$ cat config.mk
export PLATFORM = sky130hd
export DESIGN_NAME = cc_tag_cmp_nway
export DESIGN_NICKNAME = d
export VERILOG_FILES = /design/src/rtl/cc_tag_pkg.sv /design/src/rtl/cc_tag_cmp_nway_plru.sv /design/src/rtl/cc_tag_cmp_nway.sv
export SDC_FILE = /design/constraint.sdc
export NUM_CORES = 1
export LEC_CHECK = 0
export ABC_CLOCK_PERIOD_IN_PS = 2900
export CORE_ASPECT_RATIO = 1.1
export CORE_UTILIZATION = 36
export DETAILED_ROUTE_END_ITERATION = 6
export GPL_ROUTABILITY_DRIVEN = 0
export PLACE_DENSITY = 0.81
export SETUP_SLACK_MARGIN = 0.1
export SLEW_MARGIN = 10
export SYNTH_ARGS = -nofsm -noshare
export SYNTH_HDL_FRONTEND = slang
export SYNTH_HIERARCHICAL = 1
export SYNTH_SLANG_ARGS = --single-unit
$ cat constraint.sdc
create_clock -name clk -period 2.9 [get_ports clk]
set_input_delay 0.435 -clock clk [delete_from_list [all_inputs] [get_ports clk]]
set_output_delay 0.435 -clock clk [all_outputs]
set_load 0.01 [all_outputs]
$ cat src/rtl/cc_tag_pkg.sv
`default_nettype none
// +---------------------------------------------------------------------------+
// | cc_tag_pkg : widths, way sizing, encode/popcount and tree-PLRU helpers    |
// | Revision   : 1.0                                                          |
// +---------------------------------------------------------------------------+
package cc_tag_pkg;

    localparam int TAG_W_DEF    = 18;
    localparam int INDEX_W_DEF  = 8;
    localparam int OFFSET_W_DEF = 6;
    localparam int NUM_WAYS_DEF = 4;
    localparam int MAX_WAYS     = 8;

    // Way-index width; a direct-mapped cache still gets a 1-bit way field.
    function automatic int way_bits(input int n);
        return (n > 1) ? $clog2(n) : 1;
    endfunction

    function automatic int onehot_to_idx(input logic [MAX_WAYS-1:0] v);
        int idx;
        idx = 0;
        for (int i = MAX_WAYS - 1; i >= 0; i--) begin
            if (v[i]) idx = i;
        end
        return idx;
    endfunction

    function automatic int popcount(input logic [MAX_WAYS-1:0] v);
        int cnt;
        cnt = 0;
        for (int i = 0; i < MAX_WAYS; i++) begin
            cnt = cnt + int'(v[i]);
        end
        return cnt;
    endfunction

    // Node n has children 2n+1 / 2n+2; a node bit of 1 points the victim walk right.
    function automatic int plru_victim(input logic [MAX_WAYS-2:0] bits, input int levels);
        int node;
        node = 0;
        for (int l = 0; l < 3; l++) begin
            if (l < levels) node = 2 * node + 1 + int'(bits[node[2:0]]);
        end
        return node - ((1 << levels) - 1);
    endfunction

    function automatic logic [MAX_WAYS-2:0] plru_update(input logic [MAX_WAYS-2:0] bits,
                                                        input int way, input int levels);
        logic [MAX_WAYS-2:0] r;
        int node;
        int dir;
        r    = bits;
        node = 0;
        for (int l = 0; l < 3; l++) begin
            if (l < levels) begin
                dir           = (way >> (levels - 1 - l)) & 1;
                r[node[2:0]]  = (dir == 0);
                node          = 2 * node + 1 + dir;
            end
        end
        return r;
    endfunction

endpackage
`default_nettype wire

$ cat src/rtl/cc_tag_cmp_nway_plru.sv
`default_nettype none
// +---------------------------------------------------------------------------+
// | cc_plru_tree : per-set tree pseudo-LRU state with hit/fill update         |
// | Revision     : 1.0                                                        |
// +---------------------------------------------------------------------------+
module cc_plru_tree
    import cc_tag_pkg::*;
#(
    parameter int NUM_WAYS = 4,
    parameter int INDEX_W  = 8,
    parameter int WAY_W    = 2
) (
    input  logic               clk,
    input  logic               rst_n,
    input  logic               hit_i,
    input  logic [INDEX_W-1:0] hit_index_i,
    input  logic [WAY_W-1:0]   hit_way_i,
    input  logic               fill_i,
    input  logic [INDEX_W-1:0] fill_index_i,
    input  logic [WAY_W-1:0]   fill_way_i,
    input  logic [INDEX_W-1:0] rd_index_i,
    output logic [WAY_W-1:0]   victim_way_o
);

    localparam int LEVELS   = $clog2(NUM_WAYS);
    localparam int NODES    = NUM_WAYS - 1;
    localparam int NUM_SETS = 1 << INDEX_W;

    logic [NODES-1:0] plru_q [NUM_SETS];
    logic [NODES-1:0] plru_d [NUM_SETS];

    // Fill is applied on top of the hit update so it wins on a shared set.
    always_comb begin
        plru_d = plru_q;
        if (hit_i) begin
            plru_d[hit_index_i] = NODES'(plru_update(7'(plru_q[hit_index_i]),
                                                     int'(hit_way_i), LEVELS));
        end
        if (fill_i) begin
            plru_d[fill_index_i] = NODES'(plru_update(7'(plru_d[fill_index_i]),
                                                      int'(fill_way_i), LEVELS));
        end
    end

    always_ff @(posedge clk) begin
        if (!rst_n) begin
            for (int s = 0; s < NUM_SETS; s++) plru_q[s] <= '0;
        end else begin
            plru_q <= plru_d;
        end
    end

    assign victim_way_o = WAY_W'(plru_victim(7'(plru_q[rd_index_i]), LEVELS));

endmodule
`default_nettype wire

$ cat src/rtl/cc_tag_cmp_nway.sv
`default_nettype none
// +---------------------------------------------------------------------------+
// | cc_tag_cmp_nway : N-way tag compare, hit/miss/multi-hit, victim select    |
// | Option          : CC_TAG_CMP_PLRU_EN = per-set tree PLRU, else global RR  |
// | Revision        : 1.0                                                     |
// +---------------------------------------------------------------------------+
module cc_tag_cmp_nway
    import cc_tag_pkg::*;
#(
    parameter  int TAG_W    = TAG_W_DEF,
    parameter  int INDEX_W  = INDEX_W_DEF,
    parameter  int OFFSET_W = OFFSET_W_DEF,
    parameter  int NUM_WAYS = NUM_WAYS_DEF,
    localparam int WAY_W    = way_bits(NUM_WAYS)
) (
    input  logic                          clk,
    input  logic                          rst_n,
    input  logic [TAG_W-1:0]              tag_i,
    input  logic [INDEX_W-1:0]            index_i,
    input  logic [OFFSET_W-1:0]           offset_i,
    input  logic                          hs_pulse_i,
    input  logic [NUM_WAYS*(TAG_W+1)-1:0] rdata_tag_i,
    input  logic                          fill_i,
    input  logic [INDEX_W-1:0]            fill_index_i,
    input  logic [WAY_W-1:0]              fill_way_i,
    output logic [TAG_W-1:0]              tag_delayed_o,
    output logic [INDEX_W-1:0]            index_delayed_o,
    output logic [OFFSET_W-1:0]           offset_delayed_o,
    output logic                          hs_pulse_delayed_o,
    output logic                          hit_o,
    output logic                          miss_o,
    output logic [WAY_W-1:0]              hit_way_o,
    output logic [WAY_W-1:0]              victim_way_o,
    output logic                          multi_hit_err_o
);

    logic [TAG_W-1:0]    tag_q,    tag_d;
    logic [INDEX_W-1:0]  index_q,  index_d;
    logic [OFFSET_W-1:0] offset_q, offset_d;
    logic                pulse_q,  pulse_d;

    always_comb begin
        tag_d    = hs_pulse_i ? tag_i    : tag_q;
        index_d  = hs_pulse_i ? index_i  : index_q;
        offset_d = hs_pulse_i ? offset_i : offset_q;
        pulse_d  = hs_pulse_i;
    end

    always_ff @(posedge clk) begin
        if (!rst_n) begin
            tag_q    <= '0;
            index_q  <= '0;
            offset_q <= '0;
            pulse_q  <= 1'b0;
        end else begin
            tag_q    <= tag_d;
            index_q  <= index_d;
            offset_q <= offset_d;
            pulse_q  <= pulse_d;
        end
    end

    assign tag_delayed_o      = tag_q;
    assign index_delayed_o    = index_q;
    assign offset_delayed_o   = offset_q;
    assign hs_pulse_delayed_o = pulse_q;

    logic [NUM_WAYS-1:0] valid;
    logic [NUM_WAYS-1:0] match;

    for (genvar w = 0; w < NUM_WAYS; w++) begin : g_way
        assign valid[w] = rdata_tag_i[w*(TAG_W+1) + TAG_W];
        assign match[w] = valid[w] && (rdata_tag_i[w*(TAG_W+1) +: TAG_W] == tag_q);
    end

    assign hit_o           = pulse_q & (|match);
    assign miss_o          = pulse_q & ~(|match);
    assign multi_hit_err_o = pulse_q && (popcount(8'(match)) > 1);

    if (NUM_WAYS == 1) begin : g_single
        logic unused_fill;
        assign unused_fill  = ^{fill_i, fill_index_i, fill_way_i};
        assign hit_way_o    = '0;
        assign victim_way_o = '0;
    end else begin : g_assoc
        logic [WAY_W-1:0] policy_way;
        logic [WAY_W-1:0] free_way;

        assign hit_way_o    = hit_o ? WAY_W'(onehot_to_idx(8'(match))) : '0;
        assign free_way     = WAY_W'(onehot_to_idx(8'(~valid)));
        // Empty ways are always preferred over evicting a live line.
        assign victim_way_o = (&valid) ? policy_way : free_way;

`ifdef CC_TAG_CMP_PLRU_EN
        cc_plru_tree #(
            .NUM_WAYS (NUM_WAYS),
            .INDEX_W  (INDEX_W),
            .WAY_W    (WAY_W)
        ) u_plru (
            .clk          (clk),
            .rst_n        (rst_n),
            .hit_i        (hit_o),
            .hit_index_i  (index_q),
            .hit_way_i    (hit_way_o),
            .fill_i       (fill_i),
            .fill_index_i (fill_index_i),
            .fill_way_i   (fill_way_i),
            .rd_index_i   (index_q),
            .victim_way_o (policy_way)
        );
`else
        logic [WAY_W-1:0] rr_q, rr_d;
        logic             unused_fill;

        assign unused_fill = ^{fill_index_i, fill_way_i};

        always_comb begin
            rr_d = rr_q;
            if (fill_i) rr_d = (rr_q == WAY_W'(NUM_WAYS - 1)) ? '0 : rr_q + WAY_W'(1);
        end

        always_ff @(posedge clk) begin
            if (!rst_n) rr_q <= '0;
            else        rr_q <= rr_d;
        end

        assign policy_way = rr_q;
`endif
    end

endmodule
`default_nettype wire

==> results.cfg, run 1 <==
[run_status]
status = finished clean

[worst_setup_path]
cp.required_ns = 2.47
reg2reg_depth = 3
reg2reg_setup_slack_ns = 1.98
path_class = in2out
start_kind = primary input
r2r_end = g_assoc.policy_way[1]
cp.arrival_ns = 2.40
cp_max_fo = 2
worst_setup_path_end_kind = output port
r2r-start = g_assoc.policy_way[0]

[sta]
fmax_mhz = 353
finalHoldViolCount = 0
fin_crit_sh = 0.977
rsz0062_at_grt = true
slew_headroom = 0.763
setup_ws_ns = 0.0655
finalWorstPathRequiredPeriod_ns = 2.83
worst_clock_skew_ns = 0.0000692
worst_pin_slew_ns = 0.355
finalSetupViolations = 0
drv_slew = 0

[yosys]
synth_cell_type_count = 27
ys_seq_area_frac = 0.293
synth_top_family_by_area = XOR/XNOR gates
muxShareOfSynthArea = 0.142
syn_area_per_cell_um2 = 9.55
ys_ff_latch = 35
yosys.area.top_type = dfxtp_1
synthSimpleGateAreaFrac = 0.169
syn_area_mm2 = 0.00239
syn_inst = 250
synth_nets = 375
synth-xor-area-share = 0.264
synth_top_area_frac = 0.293
yosysWarnings = 6
synth_area_leaders = dfxtp_1 (29%), xnor2_1 (25%), mux2i_1 (14%)
synthAdderAreaFrac = 0.0157
synth_compound_area_frac = 0.0288

[placed_design]
hpwl_mm = 6.52
place_ws_ns = -0.594
io_buffers = 151

[detailed_routing]
routedWlPerCell_um = 16.7
drcViolationCount = 0
wl_mm = 8.33
first_pass_iters = 4
drtIter0Drc = 37
vias_per_cell = 4.80
ant_nets = 0
vias = 2391

[finish]
final_cell_mix = clkdlybuf4s50_1 (113), xnor2_1 (65), mux2i_1 (34), nor2b_1 (34), buf_4 (33)
diodes = 0
final_common_cell = clkdlybuf4s50_1
synthToLayoutAreaGrowth_pct = 80.6
fin_nets = 542
drive_gt1_frac = 0.158

[floorplanning]
pin_count = 162
rows = 30
fp.dieArea_mm2 = 0.00697
die_w_um = 79.7
die_h_um = 87.4
start_util = 0.379
core_area_mm2 = 0.00631

[power_and_ir_drop]
power_mw = 1.37
vdd_ir_drop_max_mv = 0.257
p_leak_nw = 1.90
powerDensity_mw_per_mm2 = 318

[clock_tree]
postCtsHoldBufs = 0
cts.path.max_buffers = 2
htreeDepth = 2
cts_sinks = 35
clkTransAtPathRegs_ns = 0.07
cts_root_buf = clkbuf_8
numCtsBuffers = 5
worstSkewPairLatency_ns = 0.28
cts_tree = yes

[hold_path]
hp-class = reg2reg
min_path_cells = 2
hp-start = index_delayed_o[2]
holdPathEnd = index_delayed_o[2]

[global_route]
grt_max_degree = 34
grt_usage = 0.234
antenna_found_initial = 0
grt_pass1_vias = 2484
grt.overflow.total = 0
grt_pass1_wl_mm = 12.0

[job]
maxCapViolCount = 0
## synthesized netlist by cell type
cell,count
nor4_1,3
and2_1,2
buf_4,2
a21boi_0,1
clkbuf_1,4
a21oi_1,1
nor2b_1,34
mux2i_1,34
o211a_1,1
a31oi_1,1
xor2_1,3
o21ai_0,1
buf_2,9
a21oi_2,1
nor3_1,1
buf_6,10
and3_2,1
o311a_1,1
ha_1,3
nand3_1,2
xnor2_1,69
o21a_1,1
dfxtp_1,35
nand4_1,19
a2bb2oi_1,1
inv_1,5
nor2_1,5
## cell type report
| cell class | instances | area, um^2 |
|---|---|---|
| Tap cell | 80 | 100 |
| Clock inverter | 2 | 12.5 |
| Inverter | 5 | 18.8 |
| Fill cell | 505 | 1990 |
| Clock buffer | 6 | 72.6 |
| Timing Repair Buffer | 185 | 1820 |
| Sequential cell | 35 | 717 |
| Multi-Input combinational cell | 185 | 1580 |
## where the power goes
| group | switching [mW] | total (mW) | internal [mW] | leakage (nW) |
|---|---|---|---|---|
| combinational | 0.165 | 0.475 | 0.310 | 1.56 |
| clock | 0.187 | 0.355 | 0.168 | 0.0412 |
| sequential | 0.0292 | 0.539 | 0.510 | 0.293 |
## metrics by stage
step                      hold slack, ns  cell area [um^2]  std cells  setup TNS (ns)   util
after floorplan                    0.510              2390        250               0      -
after global placement             0.497              4060        488           -1.31  0.644
after CTS                          0.528              4170        498          -0.146  0.661
final                              0.524              4310        498               0  0.684
after detailed placement           0.508              4060        488           -1.46  0.644
after global routing               0.540              4310        498         -0.0376  0.684
## cell families (layout without fill, tap and decap cells)
family	after synthesis	in the layout
AO/OA/AOI/OAI	9	9
XOR/XNOR	72	72
adder cells (fa/ha/maj)	3	3
buffers and inverters	30	198
flip-flops	35	35
multiplexers	34	34
AND/OR/NAND/NOR	67	67
## worst max-delay path, cell delays in order
cell             delay [ns]
clkdlybuf4s50_1        0.47
xnor2_1                0.14
nand4_1                0.17
nor4_2                 0.33
nand4_1                0.17
inv_1                  0.14
ha_4                   0.22
a2bb2oi_4              0.13
a21oi_2                0.06
buf_2                  0.14
## repair_timing
item	in CTS	in global routing
pin swaps	12	32
setup endpoints to repair	5	5
cloned	0	0
gates resized for setup	27	45
setup buffers	2	1
## metal layers
metal | vias to the layer above | global-route usage | routed length [um]
met2 | 117 | 0.455 | 4320
met1 | 1097 | 0.227 | 3040
met3 | 16 | 0.0743 | 786
li1 | 1161 | - | -
met5 | - | 0 | 0
met4 | 0 | 0.0860 | 183
## worst max-delay path by stage
stage / slack (ns) / endpoint / cells past startpoint / from
6_report: 0.07 / multi_hit_err_o / 10 / rdata_tag_i[60]
5_1_grt: -0.04 / multi_hit_err_o / 9 / tag_delayed_o[3]
2_1_floorplan: 0.50 / multi_hit_err_o / 9 / tag_delayed_o[0]
4_1_cts: -0.15 / multi_hit_err_o / 10 / rdata_tag_i[29]
3_3_place_gp: -0.54 / multi_hit_err_o / 10 / rdata_tag_i[28]
3_5_place_dp: -0.59 / multi_hit_err_o / 10 / rdata_tag_i[10]
## sequential cells by signal, indices dropped and copies added, names as in the netlist
signal	flops
index_delayed_o	8
g_assoc.policy_way	2
tag_delayed_o	18
hs_pulse_delayed_o	1
offset_delayed_o	6
No activity file was read; power rests on OpenSTA's default activity.
==> inputs of run 2 (changes only) <==
--- a/config.mk
+++ b/config.mk
@@ -7,10 +7,10 @@
 export LEC_CHECK = 0
 export ABC_CLOCK_PERIOD_IN_PS = 2900
 export CORE_ASPECT_RATIO = 1.1
-export CORE_UTILIZATION = 36
+export CORE_UTILIZATION = 30
 export DETAILED_ROUTE_END_ITERATION = 6
 export GPL_ROUTABILITY_DRIVEN = 0
-export PLACE_DENSITY = 0.81
+export PLACE_DENSITY = 0.7
 export SETUP_SLACK_MARGIN = 0.1
 export SLEW_MARGIN = 10
 export SYNTH_ARGS = -nofsm -noshare
==> run 2 against run 1 <==
Largest cell class unchanged. Die area is 19% higher. Final area is 0.12% higher. Via count is 0.38% lower.
==> results.cfg, run 2 (synthesis gave the netlist of run 1 again) <==
[sta]
finalWorstPathRequiredPeriod_ns = 2.87
rsz0062_at_grt = true
slew_headroom = 0.661
finalSetupViolations = 0
fin_crit_sh = 0.990
worst_pin_slew_ns = 0.509
fmax_mhz = 348
setup_ws_ns = 0.0299
drv_slew = 0
timing.hold.ws_ns = 0.521
finalHoldViolCount = 0
worst_clock_skew_ns = 0.00172

[worst_setup_path]
cp_max_fo = 2
timing.critical_path.to = multi_hit_err_o
start_kind = primary input
r2r_end = tag_delayed_o[1]
cp_slowest_cell = clkdlybuf4s50_1
path_depth = 9
cp.buffers_inverters = 2
cp.arrival_ns = 2.44
path_class = in2out
startpoint = rdata_tag_i[18]
r2r-start = tag_delayed_o[1]
path_cells = clkdlybuf4s50_1 > nand4_1 > nor4_2 > nand4_1 > ha_4 > ha_4 > a2bb2oi_2 > a21oi_2 > buf_2
reg2reg_setup_slack_ns = 1.89
reg2reg_depth = 5
worst_setup_path_end_kind = output port
critPathTopFamily = simple AND/OR/NAND/NOR gates
cp.required_ns = 2.47
crit_path_max_incr_delay_ns = 0.48

[clock_tree]
clkTransAtPathRegs_ns = 0.08
cts_sinks = 35
worstSkewPairLatency_ns = 0.28
postCtsHoldBufs = 0
numCtsBuffers = 5
cts.path.max_buffers = 2
cts_tree = yes
htreeDepth = 2
cts_root_buf = clkbuf_8

[placed_design]
hpwl_mm = 6.71
place_area_mm2 = 0.00410
io_buffers = 151
place_ws_ns = -0.658

[detailed_routing]
drcViolationCount = 0
drtIter0Drc = 46
vias_per_cell = 4.49
ant_nets = 0
first_pass_iters = 4
vias = 2382
routedWlPerCell_um = 15.4
wl_mm = 8.20

[floorplanning]
core_area_mm2 = 0.00760
rows = 33
pin_count = 162
die_h_um = 95.6
die_w_um = 87.1
fp.dieArea_mm2 = 0.00832
start_util = 0.314

[hold_path]
hp-class = reg2reg

[power_and_ir_drop]
vdd_ir_drop_max_mv = 0.165
p_leak_nw = 1.76
powerDensity_mw_per_mm2 = 318

[global_route]
grt_usage = 0.201
grt_pass1_vias = 2359
grt_max_degree = 26
grt_pass1_wl_mm = 12.4
grt.overflow.total = 0
antenna_found_initial = 0

[finish]
drive_gt1_frac = 0.190
synthToLayoutAreaGrowth_pct = 80.8
diodes = 0
multi_input_area_mm2 = 0.00159
design_area_mm2 = 0.00432
fillers = 715
seqCellArea_um2 = 719
fin_nets = 550
largest_reg_flops = 18
final_cell_mix = clkdlybuf4s50_1 (105), xnor2_1 (61), dlygate4sd2_1 (39)
final_common_cell = clkdlybuf4s50_1

[run_status]
status = finished clean

[job]
maxCapViolCount = 0
## run 2: changes by cell type in the layout (fill, tap and decap cells not counted), moves of 4 or more
cell | previous run | this run
dlymetal6s2s_1 | 28 | 2
dlygate4sd2_1 | 5 | 39
buf_4 | 33 | 38
dfxtp_1 | 28 | 24
clkdlybuf4s50_1 | 113 | 105
xnor2_1 | 65 | 61
buf_6 | 0 | 5
xnor2_2 | 4 | 8
dfxtp_2 | 4 | 9
## run 2: how the worst min path moves through the flow
stage,startpoint,to,depth (start not counted)
floorplan,g_assoc.policy_way[1],g_assoc.policy_way[1],2
global placement,offset_delayed_o[4],offset_delayed_o[4],2
detailed placement,index_delayed_o[1],index_delayed_o[1],2
CTS,index_delayed_o[4],index_delayed_o[4],2
global route,offset_delayed_o[5],offset_delayed_o[5],2
finish,index_delayed_o[4],index_delayed_o[4],2
## run 2: worst min-delay path, delay by kind of cell, from the launching register on
family           cells  cell delay, ns
muxes                1            0.06
DFF                  1            0.33
and+or+nand+nor      1            0.09
## run 2: what timing repair did
item	CTS	global route
setup endpoints to repair	5	5
setup buffers	7	0
pin swaps	48	10
resized for setup	81	9
## run 2: report_power, final
group	switching, mW	internal, mW
Clock	0.192	0.168
Combinational	0.166	0.308
Sequential	0.0302	0.511
## run 2: final cells by class
class | instances | area share
Sequential cell | 35 | 0.167
Tap cell | 105 | 0.0304
Clock buffer | 6 | 0.0168
Timing Repair Buffer | 193 | 0.412
Inverter | 5 | 0.00435
Clock inverter | 2 | 0.00290
Multi-Input combinational cell | 185 | 0.367
## run 2: per-layer routing
layer  vias to the layer above  share of wire  global-route usage
met5                         -              0                   0
met4                         0          0.015              0.0514
met3                         8          0.087              0.0597
met2                       116           0.49               0.358
met1                      1081           0.41               0.234
li1                       1177              -                   -
## run 2: stage by stage
stage / utilization / cells / setup TNS, ns / total power [mW]
6_report: 0.569 / 531 / 0 / 1.38
5_1_grt: 0.569 / 531 / -0.0993 / 1.45
4_1_cts: 0.568 / 531 / 0 / 1.40
3_5_place_dp: 0.540 / 516 / -1.85 / 1.03
3_3_place_gp: 0.540 / 516 / -1.50 / 1.03
2_1_floorplan: - / 250 / 0 / 0.758
